**config.mk**
```make
export PLATFORM = sky130hd
export DESIGN_NAME = ao_rad4_div16
export DESIGN_NICKNAME = d
export VERILOG_FILES = /design/src/rtl/ao_div_pkg.sv /design/src/rtl/ao_rad4_digit_sel.sv /design/src/rtl/ao_rad4_div16.sv
export SDC_FILE = /design/constraint.sdc
export NUM_CORES = 1
export LEC_CHECK = 0
export CORE_MARGIN = 2
export CORE_UTILIZATION = 45
export CTS_CLUSTER_SIZE = 40
export DETAILED_ROUTE_END_ITERATION = 8
export HOLD_SLACK_MARGIN = 0.1
export SLEW_MARGIN = 20
export SYNTH_ARGS = -nofsm -noshare
export SYNTH_HDL_FRONTEND = slang
export SYNTH_SLANG_ARGS = --single-unit
```
**constraint.sdc**
```tcl
create_clock -name clk -period 3.3 [get_ports clk]
set_input_delay 0.33 -clock clk [delete_from_list [all_inputs] [get_ports clk]]
set_output_delay 0.33 -clock clk [all_outputs]
set_load 0.05 [all_outputs]
```
**src/rtl/ao_div_pkg.sv**
```systemverilog
// rtl/ao_div_pkg.sv - shared types and constants for the radix-4 divider
package ao_div_pkg;

    localparam int WIDTH      = 16;
    localparam int ITER_STEPS = WIDTH / 2;

    localparam logic [15:0] QUOT_DIV0 = 16'hFFFF;
    localparam logic [15:0] QUOT_OVF  = 16'h8000;
    localparam logic [15:0] MIN_NEG   = 16'h8000;

    typedef enum logic [2:0] {
        IDLE,
        PREP,
        ITER,
        FIX,
        DONE
    } div_state_t;

    // Magnitude of a two's complement value; -32768 maps to 0x8000.
    function automatic logic [15:0] abs16(input logic [15:0] v);
        return v[15] ? (~v + 16'd1) : v;
    endfunction

endpackage

```
**src/rtl/ao_rad4_digit_sel.sv**
```systemverilog
// rtl/ao_rad4_digit_sel.sv - radix-4 restoring digit selection and remainder update
module ao_rad4_digit_sel (
    input  logic [17:0] rem_shift,
    input  logic [17:0] d1,
    input  logic [17:0] d2,
    input  logic [17:0] d3,
    output logic [1:0]  digit,
    output logic [15:0] rem_next
);

    // Pick the largest multiple of D that fits; the remainder after
    // subtraction is always below D, so 16 bits are enough.
    always_comb begin
        digit    = 2'd0;
        rem_next = rem_shift[15:0];
        if (rem_shift >= d3) begin
            digit    = 2'd3;
            rem_next = rem_shift[15:0] - d3[15:0];
        end else if (rem_shift >= d2) begin
            digit    = 2'd2;
            rem_next = rem_shift[15:0] - d2[15:0];
        end else if (rem_shift >= d1) begin
            digit    = 2'd1;
            rem_next = rem_shift[15:0] - d1[15:0];
        end
    end

endmodule

```
**src/rtl/ao_rad4_div16.sv**
```systemverilog
// rtl/ao_rad4_div16.sv - 16-bit signed radix-4 divider, optional APPROX_DIV_EN truncation
module ao_rad4_div16 #(
    parameter int WIDTH       = 16,
    parameter int TRUNC_STEPS = 2
) (
    input  logic             clk,
    input  logic             rst,
    input  logic             in_valid,
    output logic             in_ready,
    input  logic [WIDTH-1:0] a,
    input  logic [WIDTH-1:0] b,
    output logic             out_valid,
    input  logic             out_ready,
    output logic [WIDTH-1:0] q,
    output logic [WIDTH-1:0] r,
    output logic             div_by_zero,
    output logic             overflow
);

    import ao_div_pkg::*;

    if (WIDTH != 16 || TRUNC_STEPS < 0 || TRUNC_STEPS > 7) begin : g_cfg_check
        $error("ao_rad4_div16: WIDTH must be 16 and TRUNC_STEPS 0..7");
    end

`ifdef APPROX_DIV_EN
    localparam int TRUNC_EFF = TRUNC_STEPS;
`else
    localparam int TRUNC_EFF = 0;
`endif
    localparam int          ITER_RUN = ITER_STEPS - TRUNC_EFF;
    localparam logic [2:0]  CNT_LAST = 3'(ITER_RUN - 1);

    div_state_t  state_q, state_d;
    logic [15:0] a_shift_q, a_shift_d;
    logic [15:0] b_abs_q, b_abs_d;
    logic        qsign_q, qsign_d;
    logic        rsign_q, rsign_d;
    logic        bneg_q, bneg_d;
    logic [17:0] d1_q, d1_d;
    logic [17:0] d2_q, d2_d;
    logic [17:0] d3_q, d3_d;
    logic [15:0] rem_q, rem_d;
    logic [15:0] quo_q, quo_d;
    logic [2:0]  cnt_q, cnt_d;
    logic [15:0] q_q, q_d;
    logic [15:0] r_q, r_d;
    logic        dbz_q, dbz_d;
    logic        ovf_q, ovf_d;

    logic [17:0] rem_shift;
    logic [1:0]  digit;
    logic [15:0] rem_next;
    logic [15:0] quo_mag;

    assign rem_shift = {rem_q, a_shift_q[15:14]};
    assign quo_mag   = quo_q << (2 * TRUNC_EFF);

    ao_rad4_digit_sel u_digit_sel (
        .rem_shift (rem_shift),
        .d1        (d1_q),
        .d2        (d2_q),
        .d3        (d3_q),
        .digit     (digit),
        .rem_next  (rem_next)
    );

    assign in_ready    = (state_q == IDLE) && !rst;
    assign out_valid   = (state_q == DONE);
    assign q           = q_q;
    assign r           = r_q;
    assign div_by_zero = dbz_q;
    assign overflow    = ovf_q;

    // Next-state and datapath: capture, special cases, iterate, sign fix, hold.
    always_comb begin
        state_d   = state_q;
        a_shift_d = a_shift_q;
        b_abs_d   = b_abs_q;
        qsign_d   = qsign_q;
        rsign_d   = rsign_q;
        bneg_d    = bneg_q;
        d1_d      = d1_q;
        d2_d      = d2_q;
        d3_d      = d3_q;
        rem_d     = rem_q;
        quo_d     = quo_q;
        cnt_d     = cnt_q;
        q_d       = q_q;
        r_d       = r_q;
        dbz_d     = dbz_q;
        ovf_d     = ovf_q;
        case (state_q)
            IDLE: begin
                if (in_valid) begin
                    a_shift_d = abs16(a);
                    b_abs_d   = abs16(b);
                    qsign_d   = a[15] ^ b[15];
                    rsign_d   = a[15];
                    bneg_d    = b[15];
                    state_d   = PREP;
                end
            end
            PREP: begin
                if (b_abs_q == 16'd0) begin
                    q_d     = QUOT_DIV0;
                    r_d     = rsign_q ? (~a_shift_q + 16'd1) : a_shift_q;
                    dbz_d   = 1'b1;
                    ovf_d   = 1'b0;
                    state_d = DONE;
                end else if (a_shift_q == MIN_NEG && b_abs_q == 16'd1 && bneg_q) begin
                    q_d     = QUOT_OVF;
                    r_d     = 16'd0;
                    dbz_d   = 1'b0;
                    ovf_d   = 1'b1;
                    state_d = DONE;
                end else begin
                    d1_d    = {2'b00, b_abs_q};
                    d2_d    = {1'b0, b_abs_q, 1'b0};
                    d3_d    = {2'b00, b_abs_q} + {1'b0, b_abs_q, 1'b0};
                    rem_d   = 16'd0;
                    quo_d   = 16'd0;
                    cnt_d   = 3'd0;
                    state_d = ITER;
                end
            end
            ITER: begin
                rem_d     = rem_next;
                quo_d     = {quo_q[13:0], digit};
                a_shift_d = {a_shift_q[13:0], 2'b00};
                cnt_d     = cnt_q + 3'd1;
                if (cnt_q == CNT_LAST) begin
                    state_d = FIX;
                end
            end
            FIX: begin
                q_d = qsign_q ? (~quo_mag + 16'd1) : quo_mag;
`ifdef APPROX_DIV_EN
                r_d = 16'd0;
`else
                r_d = rsign_q ? (~rem_q + 16'd1) : rem_q;
`endif
                dbz_d   = 1'b0;
                ovf_d   = 1'b0;
                state_d = DONE;
            end
            DONE: begin
                if (out_ready) begin
                    state_d = IDLE;
                end
            end
            default: state_d = IDLE;
        endcase
    end

    // State and datapath registers; reset aborts any operation in flight.
    always_ff @(posedge clk) begin
        if (rst) begin
            state_q   <= IDLE;
            a_shift_q <= 16'd0;
            b_abs_q   <= 16'd0;
            qsign_q   <= 1'b0;
            rsign_q   <= 1'b0;
            bneg_q    <= 1'b0;
            d1_q      <= 18'd0;
            d2_q      <= 18'd0;
            d3_q      <= 18'd0;
            rem_q     <= 16'd0;
            quo_q     <= 16'd0;
            cnt_q     <= 3'd0;
            q_q       <= 16'd0;
            r_q       <= 16'd0;
            dbz_q     <= 1'b0;
            ovf_q     <= 1'b0;
        end else begin
            state_q   <= state_d;
            a_shift_q <= a_shift_d;
            b_abs_q   <= b_abs_d;
            qsign_q   <= qsign_d;
            rsign_q   <= rsign_d;
            bneg_q    <= bneg_d;
            d1_q      <= d1_d;
            d2_q      <= d2_d;
            d3_q      <= d3_d;
            rem_q     <= rem_d;
            quo_q     <= quo_d;
            cnt_q     <= cnt_d;
            q_q       <= q_d;
            r_q       <= r_d;
            dbz_q     <= dbz_d;
            ovf_q     <= ovf_d;
        end
    end

endmodule

```
# Yosys cells after proc, flatten, opt, wreduce, memory -nomap -nowiden
# Cells that the tools add are included.
dict set report totals {
  register_bits 141
  inputBits 36
  out_inout_bits 36
  elab_cells 102
}
dict set report op_classes {
  addsub 10
  magnitude_cmp 3
  eq_ne 13
  n_mux 38
  n_bitwise 8
  reduce_logical 15
}
# operator n
set op_table {}
lappend op_table {{16-bit two-way mux} 15}
lappend op_table {{16-bit one-hot mux with 2 select lines} 5}
lappend op_table {{16-bit by 1-bit adder with 16-bit output (second input constant)} 5}
lappend op_table {{16-bit NOT} 5}
lappend op_table {{16-bit subtractor} 3}
lappend op_table {{3-bit two-way mux} 7}
lappend op_table {{16-bit by 17-bit adder with 18-bit output} 1}
lappend op_table {{18-bit by 16-bit >= comparator with 1-bit output} 1}
lappend op_table {{18-bit by 17-bit >= comparator with 1-bit output} 1}
lappend op_table {{18-bit >= comparator} 1}
lappend op_table {{16-bit by 1-bit == test with 1-bit output (second input constant)} 1}
lappend op_table {{16-bit == test (second input constant)} 1}
lappend op_table {{16-bit logical NOT} 1}
lappend op_table {{3-bit one-hot mux with 5 select lines} 1}
lappend op_table {{3-bit AND reduction} 3}
lappend op_table {{2-bit != test (second input constant)} 4}
lappend op_table {{3-bit by 2-bit == test with 1-bit output (second input constant)} 2}
lappend op_table {{3-bit == test (second input constant)} 2}
lappend op_table {{3-bit one-hot mux with 2 select lines} 1}
lappend op_table {{2-bit AND reduction} 3}
lappend op_table {{2-bit nonzero test} 3}
lappend op_table {{1-bit two-way mux} 5}
lappend op_table {{2-bit two-way mux} 2}
lappend op_table {{1-bit one-hot mux with 2 select lines} 2}
lappend op_table {{other kinds (9)} 12}

# Logic depth before layout (Yosys ltp)
# Gate-level depths: netlist of the first run.
dict set report depth {
  ltp_word 6
  depth_mapped 13
  mapped_depth_nobuf 12
}

# Modules after synthesis
# Synthesis of the first run repeated with hierarchy kept, for this count alone.
dict set report hier_totals {
  cells_unflattened 1381
  hier_area_um2 10671.5
}
# module n_inst cells_each area_each_um2 seq_area_each_um2
set modules_own_cells {}
lappend modules_own_cells {ao_rad4_div16 1 933 7609.8 2802.7}
lappend modules_own_cells {ao_rad4_digit_sel 1 448 3061.7 0.0}

# Worst setup path after synthesis of the first run
# No wires, ideal clock.
dict set report synth_path {
  path_type {flip-flop to flip-flop}
  start {register a_shift_q[14]}
  end {register rem_q[15]}
  setup_ns 0.137
  arrival_time_ns 2.921
  required_time_ns 3.163
  path_slack_ns 0.242
  stages_incl_launch_ff 13
  path_buffers 0
  period_less_slack_ns 3.058
  path_cell_list {dfxtp_1 inv_1 ha_1 inv_1 fa_1 a211oi_2 o21ai_1 a2111oi_2 o31ai_1 a21oi_4 mux2_2 mux2i_1 o221ai_1}
}
dict set report synth_via {
  elab_chain_cells 5
  word_cells_on_any_way 15
  cone_classes {add/sub: 3; order compare: 3; eq/ne: 2; mux: 4; reduce/logical: 3}
}
# item line_no
set synth_lines {}
lappend synth_lines {{start, declared} ao_rad4_div16.sv:35} ;# logic [15:0] a_shift_q, a_shift_d;
lappend synth_lines {{start signal, assigned} ao_rad4_div16.sv:177} ;# a_shift_q <= a_shift_d;
lappend synth_lines {{16-bit subtractor, or another cell as far along} ao_rad4_digit_sel.sv:24} ;# rem_next = rem_shift[15:0] - d1[15:0];
lappend synth_lines {{16-bit two-way mux / 1-bit logical AND (equally long branches)} {ao_rad4_digit_sel.sv:22, ao_rad4_div16.sv:111}}
lappend synth_lines {{16-bit two-way mux / 1-bit logical AND (equally long branches)} {ao_rad4_digit_sel.sv:19, ao_rad4_div16.sv:111}}
lappend synth_lines {{16-bit two-way mux / 2-bit != test (equally long branches)} -}
lappend synth_lines {{16-bit one-hot mux with 2 select lines / 3-bit AND reduction (equally long branches)} -}
lappend synth_lines {{end signal, assigned} ao_rad4_div16.sv:185} ;# rem_q <= rem_d;
lappend synth_lines {{end, declared} ao_rad4_div16.sv:43} ;# logic [15:0] rem_q, rem_d;
# Several ways; a longest one is shown, not always the timed one.
# A chain may end at the register's enable or synchronous reset.

# Final worst setup path of the first run
dict set report layout_path {
  start {register a_shift_q[14]}
  end {register rem_q[8]}
}
# Same word-level chain as after synthesis.

==> results by group, run 1 <==
Run status
  • Status: finished clean

Route
  • DR iter-0 viols: 752
  • Residual DRC count: 0
  • DRT Wirelength: about 29 mm
  • Vias: ~9,500
  • Post-route ant nets: 0
  • DR pass1 iterations: 5
  • Vias per Instance: ~5.7
  • WL per Instance: about 17 microns

Power
  • Int Pwr: 6.48 mW
  • Pwr dens: 991 mW/mm^2
  • P_sw: 5.37 mW
  • Comb power frac: 67.1%
  • VDD IR max: 0.711 mV
  • Leak: 4.68 nW
  • Power share of the sequential group: 17.3%
  • Sw Share: about 45%
  • Final Power: 11.9 mW
  • Clock share of power: between 10% and 20%

STA
  • Slew headroom: 32.0%
  • Clock Skew: 0.0119 ns
  • Slew Viols, Final: 0
  • Final hold slack: 0.208 ns
  • Final cycle utilization of the critical path: a little over nine tenths
  • Final worst slack: ~0.18 ns
  • Slew @ Worst Pin: 1.02 ns
  • Fmax: 320 MHz
  • Setup_tns: 0 ns
  • Fin. Hold Viols: 0
  • Setup Viol. Count Final: 0
  • Crit path time final: 3.12 ns

Clocking
  • Worst skew pair latency: between 0.4 and 0.5 ns
  • Clock Sinks: 140
  • Reg clk slew, reported paths: 0.06 ns
  • CTS tree: built
  • Root Driver: clkbuf_16
  • Max Root-Sink Buffers: 2
  • H-tree Lvls: 4
  • TritonCTS Buffers: 17

Floorplan
  • Effective utilization at floorplan: a little under half
  • Die Wd: 154 microns
  • Ports: 72
  • Die Y: 154 microns
  • Die footprint: 0.0238 sq mm
  • Core Region: 0.0224 sq mm
  • Site Rows: 55

Global route
  • Largest net degree at the start of global routing: 67
  • Antenna violations before repair: 0
  • Global-route wire length before repair: 46.8 mm
  • Total gr overflow: 0
  • Vias in the first global route: 8,882
  • Total Routing Usage GR: 24.3%

Placed design
  • Port Buffers: 71
  • RePlAce Congestion: 0.931
  • Final HPWL DP: 21.6 mm
  • Worst slack at placement: 0.0655 ns
  • DP Area: 0.0114 sq mm

Setup path
  • R2R depth: 13
  • Setup slack, reg-to-reg: 0.18 ns
  • Critical Path Start: a_shift_q[14]
  • Worst r2r src: a_shift_q[14]
  • Crit Path Max Fanout: 16
  • Worst EP arrival: around 3.4 ns
  • Worst EP required: about 3.6 ns
  • Reg-to-Reg End: rem_q[8]
  • Critical Path Source Type: flip-flop
  • Setup CP Type: reg2reg
  • Critical Path End Type: flip-flop

Logic synthesis
  • Main flop type after synthesis: dfxtp_1
  • Mapped Cells: about 1,300
  • Post-synth EDFFs: 0
  • FFs w/ async S/R, synth: 0%
  • Cell area after synthesis: 0.0102 sq mm
  • Yosys cell types: 77
  • Syn_area_per_cell: between 7 and 8 sq um
  • Sequential cell area fraction in the yosys report: 27.5%
  • Yosys reg bits: 140
  • Post-Syn Nets: 1,420
  • Synth warn: 0

Final layout
  • Most common cell after layout, fill and taps aside: nand2_1
  • Layout area overhead: 17.5%
  • Layout cells sized above 1: 8.15%
  • Design area: 0.0120 sq mm
  • Most frequent cells in the layout: nand2_1 (145), dfxtp_1 (140), a21oi_1 (122), nor2_1 (106), ha_1 (82)
  • Ant diodes: 0
  • Layout net count: between 1,000 and 1,500

Worst hold path
  • Hold Path Stages: 2
  • Hold EP: rem_q[10]
  • Worst hold start: rst
  • Hold crit path type: in2reg

Run
  • Number of max-cap violations: 0
-- cell families after synthesis --
family                     Yosys count  share of synthesized area (%)
muxes                               23                           2.34
adders and majority gates           86                           10.9
DFF                                140                           27.5
xor gates and xnor gates           106                           9.12
and+or+nand+nor                    413                           19.1
buffers and inverters              134                           5.24
AOI/OAI and AO/OA                  396                           25.9
-- power groups by stage --
stage	Combinational [mW]	Clock, mW	Sequential [mW]
floorplan	5.57	0	2.11
CTS	7.76	1.88	2.04
global placement	7.69	0	2.08
detailed placement	7.71	0	2.08
finish	7.95	1.85	2.05
global route	8.64	1.96	2.06
-- synthesized netlist by cell type (7+ instances only) --
master | instances | area [sq um]
clkbuf_1 | 47 | 176
ha_1 | 82 | 1030
xnor2_1 | 75 | 657
nor2b_1 | 12 | 75.1
nand4_1 | 9 | 56.3
inv_1 | 73 | 274
o31ai_1 | 20 | 150
nand3b_1 | 7 | 52.6
a221oi_1 | 22 | 193
mux2i_1 | 17 | 170
dfxtp_1 | 140 | 2800
or3_1 | 18 | 113
a21oi_1 | 122 | 611
o21a_1 | 18 | 135
a21o_1 | 20 | 150
o21ai_0 | 65 | 325
o22ai_1 | 7 | 43.8
xor2_1 | 31 | 272
nand2b_1 | 12 | 75.1
a211oi_1 | 22 | 165
buf_2 | 9 | 45.0
nor4_1 | 7 | 43.8
nor3_1 | 23 | 115
nor2_1 | 107 | 402
and3_1 | 7 | 43.8
o21bai_1 | 7 | 52.6
nand3_1 | 33 | 165
nand2_1 | 146 | 548
a22oi_1 | 28 | 210
-- state kept, by name, summed over array words and instances (netlist names) --
name / cells
div_by_zero: 1
rsign_q: 1
r: 16
d3_q: 18
qsign_q: 1
d1_q: 15
a_shift_q: 16
cnt_q: 3
state_q: 3
rem_q: 16
overflow: 1
bneg_q: 1
b_abs_q: 16
quo_mag: 16
q: 16
-- worst max-delay path, stage by stage (launching register included) --
cell,delay [ns]
dfxtp_1,0.31
inv_1,0.07
ha_1,0.16
inv_1,0.08
fa_2,0.39
a211oi_2,0.23
o21ai_1,0.16
a2111oi_2,0.38
o31ai_1,0.18
a21oi_4,0.23
buf_12,0.19
mux2_2,0.34
mux2i_1,0.17
o22ai_1,0.10
-- worst max path at each step --
stage / endpoint / slack (ns) / cells after the start
final: rem_q[8] / 0.18 / 13
after global routing: rem_q[7] / -0.02 / 12
after CTS: rem_q[8] / 0.04 / 13
after detailed placement: rem_q[8] / 0.07 / 13
after global placement: rem_q[8] / 0.11 / 13
after floorplan: rem_q[15] / 0.24 / 12
-- what timing repair did --
item | 4_1_cts | 5_1_grt
endpoints found under the setup margin | 0 | 17
resized for setup | 0 | 5
setup buffers | 0 | 2
hold buffers | 0 | 0
-- metrics by stage --
stage	util, %	instances
floorplan	-	1298
global placement	50.6	1638
detailed placement	50.6	1638
CTS	53.2	1670
global route	53.3	1672
finish	53.3	1672
-- final cells by class --
type                    count  area [sq um]
well taps                 285           357
flip-flops and latches    140          2800
clock inverters            14           129
inverters                  73           274
multi-input cells        1024          6870
clock buffers              18           439
fillers                  2217         10500
repair buffers            118          1090
-- layer usage --
| layer | vias to the layer above | GRT usage [%] | part of all wire [%] |
|---|---|---|---|
| met1 | 4400 | 35.1 | 50 |
| met3 | 43 | 2.75 | 3.3 |
| met4 | 0 | 7.67 | 2.2 |
| met5 | - | 0 | 0 |
| li1 | 4826 | - | - |
| met2 | 221 | 37.8 | 44 |
Note: power is estimated with default switching activity, not from simulation.
==> run 2: changes to the inputs <==
--- a/config.mk
+++ b/config.mk
@@ -5,7 +5,6 @@
 export SDC_FILE = /design/constraint.sdc
 export NUM_CORES = 1
 export LEC_CHECK = 0
-export CORE_MARGIN = 2
 export CORE_UTILIZATION = 45
 export CTS_CLUSTER_SIZE = 40
 export DETAILED_ROUTE_END_ITERATION = 8
==> results by group, run 2 (synthesized netlist as in run 1, its figures left out) <==
Run status
  • Status: finished, violations left (was finished clean)
  • Failing checks: DRC

Clocking
  • H-tree Lvls: 4 (unchanged)
  • Reg clk slew, reported paths: 0.07 ns (was 0.06 ns)
  • CTS tree: built (unchanged)
  • Clock Sinks: 140 (unchanged)
  • Hold-fix buffers, CTS: 0 (unchanged)
  • TritonCTS Buffers: 17 (unchanged)
  • Worst skew pair latency: 0.44 ns (was 0.43 ns)
  • Root Driver: clkbuf_16 (unchanged)
  • Max Root-Sink Buffers: 2 (unchanged)

Power
  • Clock share of power: 16.1% (was 15.6%)
  • Comb power frac: 66.9% (was 67.1%)
  • Power share of the sequential group: 17.0% (was 17.3%)
  • Sw Share: 45.6% (was 45.4%)
  • VDD IR max: 0.966 mV (was 0.711 mV)
  • Leak: 4.69 nW (was 4.68 nW)
  • P_sw: 5.54 mW (was 5.37 mW)
  • Int Pwr: 6.59 mW (was 6.48 mW)
  • Final Power: 12.1 mW (was 11.9 mW)
  • Pwr dens: 1010 mW/mm^2 (was 991 mW/mm^2)

Setup path
  • Critical Path Source Type: flip-flop (unchanged)
  • Setup slack, reg-to-reg: 0.20 ns (was 0.18 ns)
  • Crit Path Max Fanout: 18 (was 16)
  • Critical Path End Type: flip-flop (unchanged)
  • Worst EP arrival: 3.40 ns (was 3.43 ns)
  • Worst EP required: 3.59 ns (was 3.61 ns)
  • Setup CP Type: reg2reg (unchanged)

Floorplan
  • Site Rows: 54 (was 55)
  • Core Region: 0.0220 sq mm (was 0.0224 sq mm)
  • Die Y: 152 microns (was 154 microns)
  • Ports: 72 (unchanged)
  • Die Wd: 152 microns (was 154 microns)
  • Die footprint: 0.0232 sq mm (was 0.0238 sq mm)
  • Effective utilization at floorplan: 46.2% (was 45.4%)

Placed design
  • Port Buffers: 71 (unchanged)
  • Worst slack at placement: -0.0318 ns (was 0.0655 ns)
  • Final HPWL DP: 21.9 mm (was 21.6 mm)
  • DP Area: 0.0113 sq mm (was 0.0114 sq mm)
  • Cell Count Post-Placement: 1,630 (was 1,638)
  • RePlAce Congestion: 0.932 (was 0.931)

Global route
  • Global-route wire length before repair: 47.2 mm (was 46.8 mm)
  • Total Routing Usage GR: 25.4% (was 24.3%)
  • Total gr overflow: 0 (unchanged)
  • Vias in the first global route: 8,871 (was 8,882)
  • Antenna violations before repair: 0 (unchanged)
  • Largest net degree at the start of global routing: 57 (was 67)

Route
  • Residual DRC count: 4 (was 0)
  • DRT Wirelength: 28.9 mm (was 28.6 mm)
  • Post-route ant nets: 0 (unchanged)
  • Vias: 9,578 (was 9,490)
  • DR iter-0 viols: 761 (was 752)
  • WL per Instance: 17.4 microns (was 17.1 microns)
  • Vias per Instance: 5.75 (was 5.68)
  • DR pass1 iterations: 7 (was 5)

Final layout
  • Most frequent cells in the layout: nand2_1 (145), dfxtp_1 (140), a21oi_1 (122), nor2_1 (106), ha_1 (82) (unchanged)
  • Layout net count: 1,494 (was 1,496)
  • Design area: 0.0120 sq mm (about the same)
  • Layout Cells excl Fill: 1,665 (was 1,672)
  • Number of flip-flops in the largest register: 18 (unchanged)
  • Ant diodes: 0 (unchanged)
  • Reg with most FFs: d3_q (unchanged)
  • Layout cells sized above 1: 8.09% (was 8.15%)
  • Most common cell after layout, fill and taps aside: nand2_1 (unchanged)
  • Final core utilization: 54.3% (was 53.3%)
  • Layout area overhead: 17.6% (was 17.5%)

STA
  • Setup Viol. Count Final: 0 (unchanged)
  • Slew Viols, Final: 0 (unchanged)
  • Slew headroom: 38.4% (was 32.0%)
  • Clock Skew: 0.0124 ns (was 0.0119 ns)
  • Slew @ Worst Pin: 0.924 ns (was 1.02 ns)
  • Final worst slack: 0.197 ns (was 0.180 ns)
  • RSZ-0062 raised after global routing: false
  • Fmax: 322 MHz (was 320 MHz)
  • Fin. Hold Viols: 0 (unchanged)
  • Crit path time final: 3.10 ns (was 3.12 ns)
  • Setup_tns: 0 ns (unchanged)
  • Final hold slack: 0.450 ns (was 0.208 ns)
  • Final cycle utilization of the critical path: 94.0% (was 94.6%)

Run
  • Number of max-cap violations: 0 (unchanged)

Worst hold path
  • Hold crit path type: reg2reg (was in2reg)
==> run 2: power by group through the flow <==
stage	logic (mW)	clock network [mW]	registers, mW
after floorplan	5.57	0	2.11
after global placement	7.71	0	2.10
after detailed placement	7.72	0	2.10
after CTS	7.78	1.98	2.06
after global routing	8.81	2.07	2.09
final	8.11	1.95	2.07
==> run 2: final timing paths <==
check / to / cells past startpoint / from
worst min-delay path: d3_q[11] / 2 / d3_q[11]
worst min register to register: d3_q[11] / 2 / d3_q[11]
worst max register to register: rem_q[8] / 13 / a_shift_q[14]
worst max-delay path: rem_q[8] / 13 / a_shift_q[14]
==> run 2: what timing repair did <==
action                                  CTS  global route
endpoints found under the setup margin    3            17
pin swaps                                 0             2
resized for setup                         1             5
setup buffers                             0             3
==> run 2: layer usage <==
metal / GRT usage, % / wire [microns] / part of all wire (%)
met4: 7.77 / 583 / 2.0
met2: 39.2 / 12700 / 44
met3: 3.78 / 1490 / 5.1
met1: 36.3 / 14200 / 49
met5: 0 / 0 / 0
==> run 2: cell type report <==
class	instances	area (sq um)
timing repair buffer	116	1070
clock buffer	17	425
inverter	73	274
fill	2170	10100
multi-input combinational	1024	6870
sequential	140	2800
tap	280	350
clock inverter	15	171
==> run 2: worst max-delay path: stages (launching register included) <==
cell	delay (ns)
dfxtp_1	0.32
inv_1	0.07
ha_1	0.17
inv_1	0.09
fa_2	0.39
a211oi_2	0.23
o21ai_1	0.16
a2111oi_2	0.39
o31ai_1	0.18
a21oi_4	0.21
buf_12	0.18
mux2_2	0.35
mux2i_1	0.13
o22ai_1	0.09
==> run 3: changes to the inputs <==
--- a/config.mk
+++ b/config.mk
@@ -9,6 +9,7 @@
 export CTS_CLUSTER_SIZE = 40
 export DETAILED_ROUTE_END_ITERATION = 8
 export HOLD_SLACK_MARGIN = 0.1
+export MAX_ROUTING_LAYER = met4
 export SLEW_MARGIN = 20
 export SYNTH_ARGS = -nofsm -noshare
 export SYNTH_HDL_FRONTEND = slang
==> results by group, run 3 (synthesized netlist as in run 1, its figures left out) <==
Run status
  • Status: finished, violations left (unchanged)
  • Failing checks: DRC (unchanged)

Global route
  • Total gr overflow: 0 (unchanged)
  • Total Routing Usage GR: 25.9% (was 25.4%)
  • Largest net degree at the start of global routing: 59 (was 57)
  • Antenna violations before repair: 0 (unchanged)
  • Vias in the first global route: 8,794 (was 8,871)
  • Global-route wire length before repair: 46.9 mm (was 47.2 mm)

Setup path
  • Worst EP required: 3.60 ns (was 3.59 ns)
  • Setup CP Type: reg2reg (unchanged)
  • Stages on the worst setup path: 13 (unchanged)
  • Critical Path Source Type: flip-flop (unchanged)
  • CP max stage cell: fa_1 (was fa_2)
  • Critical Path End Type: flip-flop (unchanged)
  • Worst Path Buf+Inv: 3 (unchanged)
  • Worst r2r src: a_shift_q[14] (unchanged)
  • CP dominant cell by count: inv_1 (unchanged)
  • Worst path cell trace: inv_1, ha_1, inv_1, fa_1, a211oi_2, o21ai_1, a2111oi_2, o31ai_2, a21oi_4, buf_12, mux2_2, mux2i_1, o22ai_1 (was inv_1, ha_1, inv_1, fa_2, a211oi_2, o21ai_1, a2111oi_2, o31ai_1, a21oi_4, buf_12, mux2_2, mux2i_1, o22ai_1)
  • Critical Path Start: a_shift_q[14] (unchanged)
  • Worst EP arrival: 3.44 ns (was 3.40 ns)
  • Top Family by Delay on Critical Path: compound AO/OA/AOI/OAI gates (unchanged)
  • CP max stage delay: 0.46 ns (was 0.39 ns)
  • Crit Path Max Fanout: 18 (unchanged)
  • R2R depth: 13 (unchanged)

STA
  • Slew headroom: 34.6% (was 38.4%)
  • Clock Skew: 0.0128 ns (was 0.0124 ns)
  • Slew @ Worst Pin: 0.979 ns (was 0.924 ns)
  • Slew Viols, Final: 0 (unchanged)
  • Fmax: 319 MHz (was 322 MHz)
  • Setup Viol. Count Final: 0 (unchanged)
  • RSZ-0062 raised after global routing: false (unchanged)
  • Setup_tns: 0 ns (unchanged)
  • Final cycle utilization of the critical path: 95.1% (was 94.0%)
  • Fin. Hold Viols: 0 (unchanged)
  • Final hold slack: 0.295 ns (was 0.450 ns)
  • Crit path time final: 3.14 ns (was 3.10 ns)

Floorplan
  • Die Y: 152 microns (unchanged)
  • Die Wd: 152 microns (unchanged)
  • Effective utilization at floorplan: 46.2% (unchanged)
  • Core Region: 0.0220 sq mm (unchanged)
  • Site Rows: 54 (unchanged)
  • Die footprint: 0.0232 sq mm (unchanged)
  • Ports: 72 (unchanged)

Route
  • DR pass1 iterations: 7 (unchanged)
  • Vias per Instance: 5.74 (was 5.75)
  • Residual DRC count: 4 (unchanged)
  • Vias: 9,575 (was 9,578)
  • DR iter-0 viols: 718 (was 761)
  • WL per Instance: 17.3 microns (was 17.4 microns)
  • Post-route ant nets: 0 (unchanged)
  • DRT Wirelength: 28.9 mm (about the same)

Worst hold path
  • Hold Path Stages: 2 (unchanged)
  • Hold crit path type: in2reg (was reg2reg)
  • Worst hold start: rst (was d3_q[11])

Final layout
  • Number of flip-flops in the largest register: 18 (unchanged)
  • Reg with most FFs: d3_q (unchanged)
  • Layout cells sized above 1: 8.35% (was 8.09%)
  • Layout net count: 1,500 (was 1,494)
  • Ant diodes: 0 (unchanged)
  • Layout area overhead: 18.2% (was 17.6%)
  • Most frequent cells in the layout: nand2_1 (145), dfxtp_1 (140), a21oi_1 (122), nor2_1 (106), ha_1 (82) (unchanged)
  • Most common cell after layout, fill and taps aside: nand2_1 (unchanged)

Placed design
  • RePlAce Congestion: 0.945 (was 0.932)
  • Port Buffers: 71 (unchanged)
  • Final HPWL DP: 21.8 mm (was 21.9 mm)

Clocking
  • TritonCTS Buffers: 17 (unchanged)
  • Max Root-Sink Buffers: 2 (unchanged)
  • Root Driver: clkbuf_16 (unchanged)
  • H-tree Lvls: 4 (unchanged)
  • CTS tree: built (unchanged)
  • Reg clk slew, reported paths: 0.06 ns (was 0.07 ns)
  • Hold-fix buffers, CTS: 0 (unchanged)
  • Clock Sinks: 140 (unchanged)
  • Worst skew pair latency: 0.43 ns (was 0.44 ns)

Power
  • Leak: 4.72 nW (was 4.69 nW)
  • VDD IR max: 0.627 mV (was 0.966 mV)
  • Pwr dens: 1010 mW/mm^2 (about the same)

Run
  • Number of max-cap violations: 0 (unchanged)
## run 3: worst paths after layout
check / to / slack, ns
worst max register to register: rem_q[8] / 0.16
worst max-delay path: rem_q[8] / 0.16
worst min register to register: d3_q[6] / 0.45
worst min-delay path: d1_q[13] / 0.30
## run 3: layout make-up
cell class              count  area, sq um
clock inverters            13          191
repair buffers            122         1120
fillers                  2181        10000
clock buffers              17          425
flip-flops and latches    140         2800
well taps                 280          350
inverters                  73          274
multi-input cells        1024         6870
## run 3: power breakdown
part | switching (mW) | internal [mW] | total [mW]
logic | 4.34 | 3.73 | 8.07
clock network | 0.799 | 1.27 | 2.07
registers | 0.232 | 1.85 | 2.08
## run 3: through the flow
step	utilization, %	total power [mW]	instances	setup WS (ns)	cell area (sq um)
after global routing	54.6	13.0	1669	0.00391	12000
after global placement	51.8	10.1	1639	0.155	11400
final	54.6	12.2	1669	0.160	12000
after CTS	54.6	12.1	1669	0.108	12000
after floorplan	-	7.68	1298	0.242	10200
after detailed placement	51.8	10.0	1639	0.0186	11400
## run 3: metal layers
metal,track usage [%],part of all wire (%)
met3,3.33,4.7
met5,-,0
met1,36.6,50
met2,38.6,44
met4,6.66,1.6
## run 3: worst register-to-register path: cells and delay by family (launching register included)
family	cells	cell delay, ns
multiplexers	2	0.49
adder cells (fa/ha/maj)	2	0.63
buffers and inverters	3	0.33
AO/OA/AOI/OAI	6	1.26
flip-flops	1	0.31
## run 3: repair_timing
item,4_1_cts,5_1_grt
pin swaps,0,1
gates resized for setup,1,2
endpoints found under the hold margin,0,0
endpoints found under the setup margin,1,9
buffers inserted,0,0
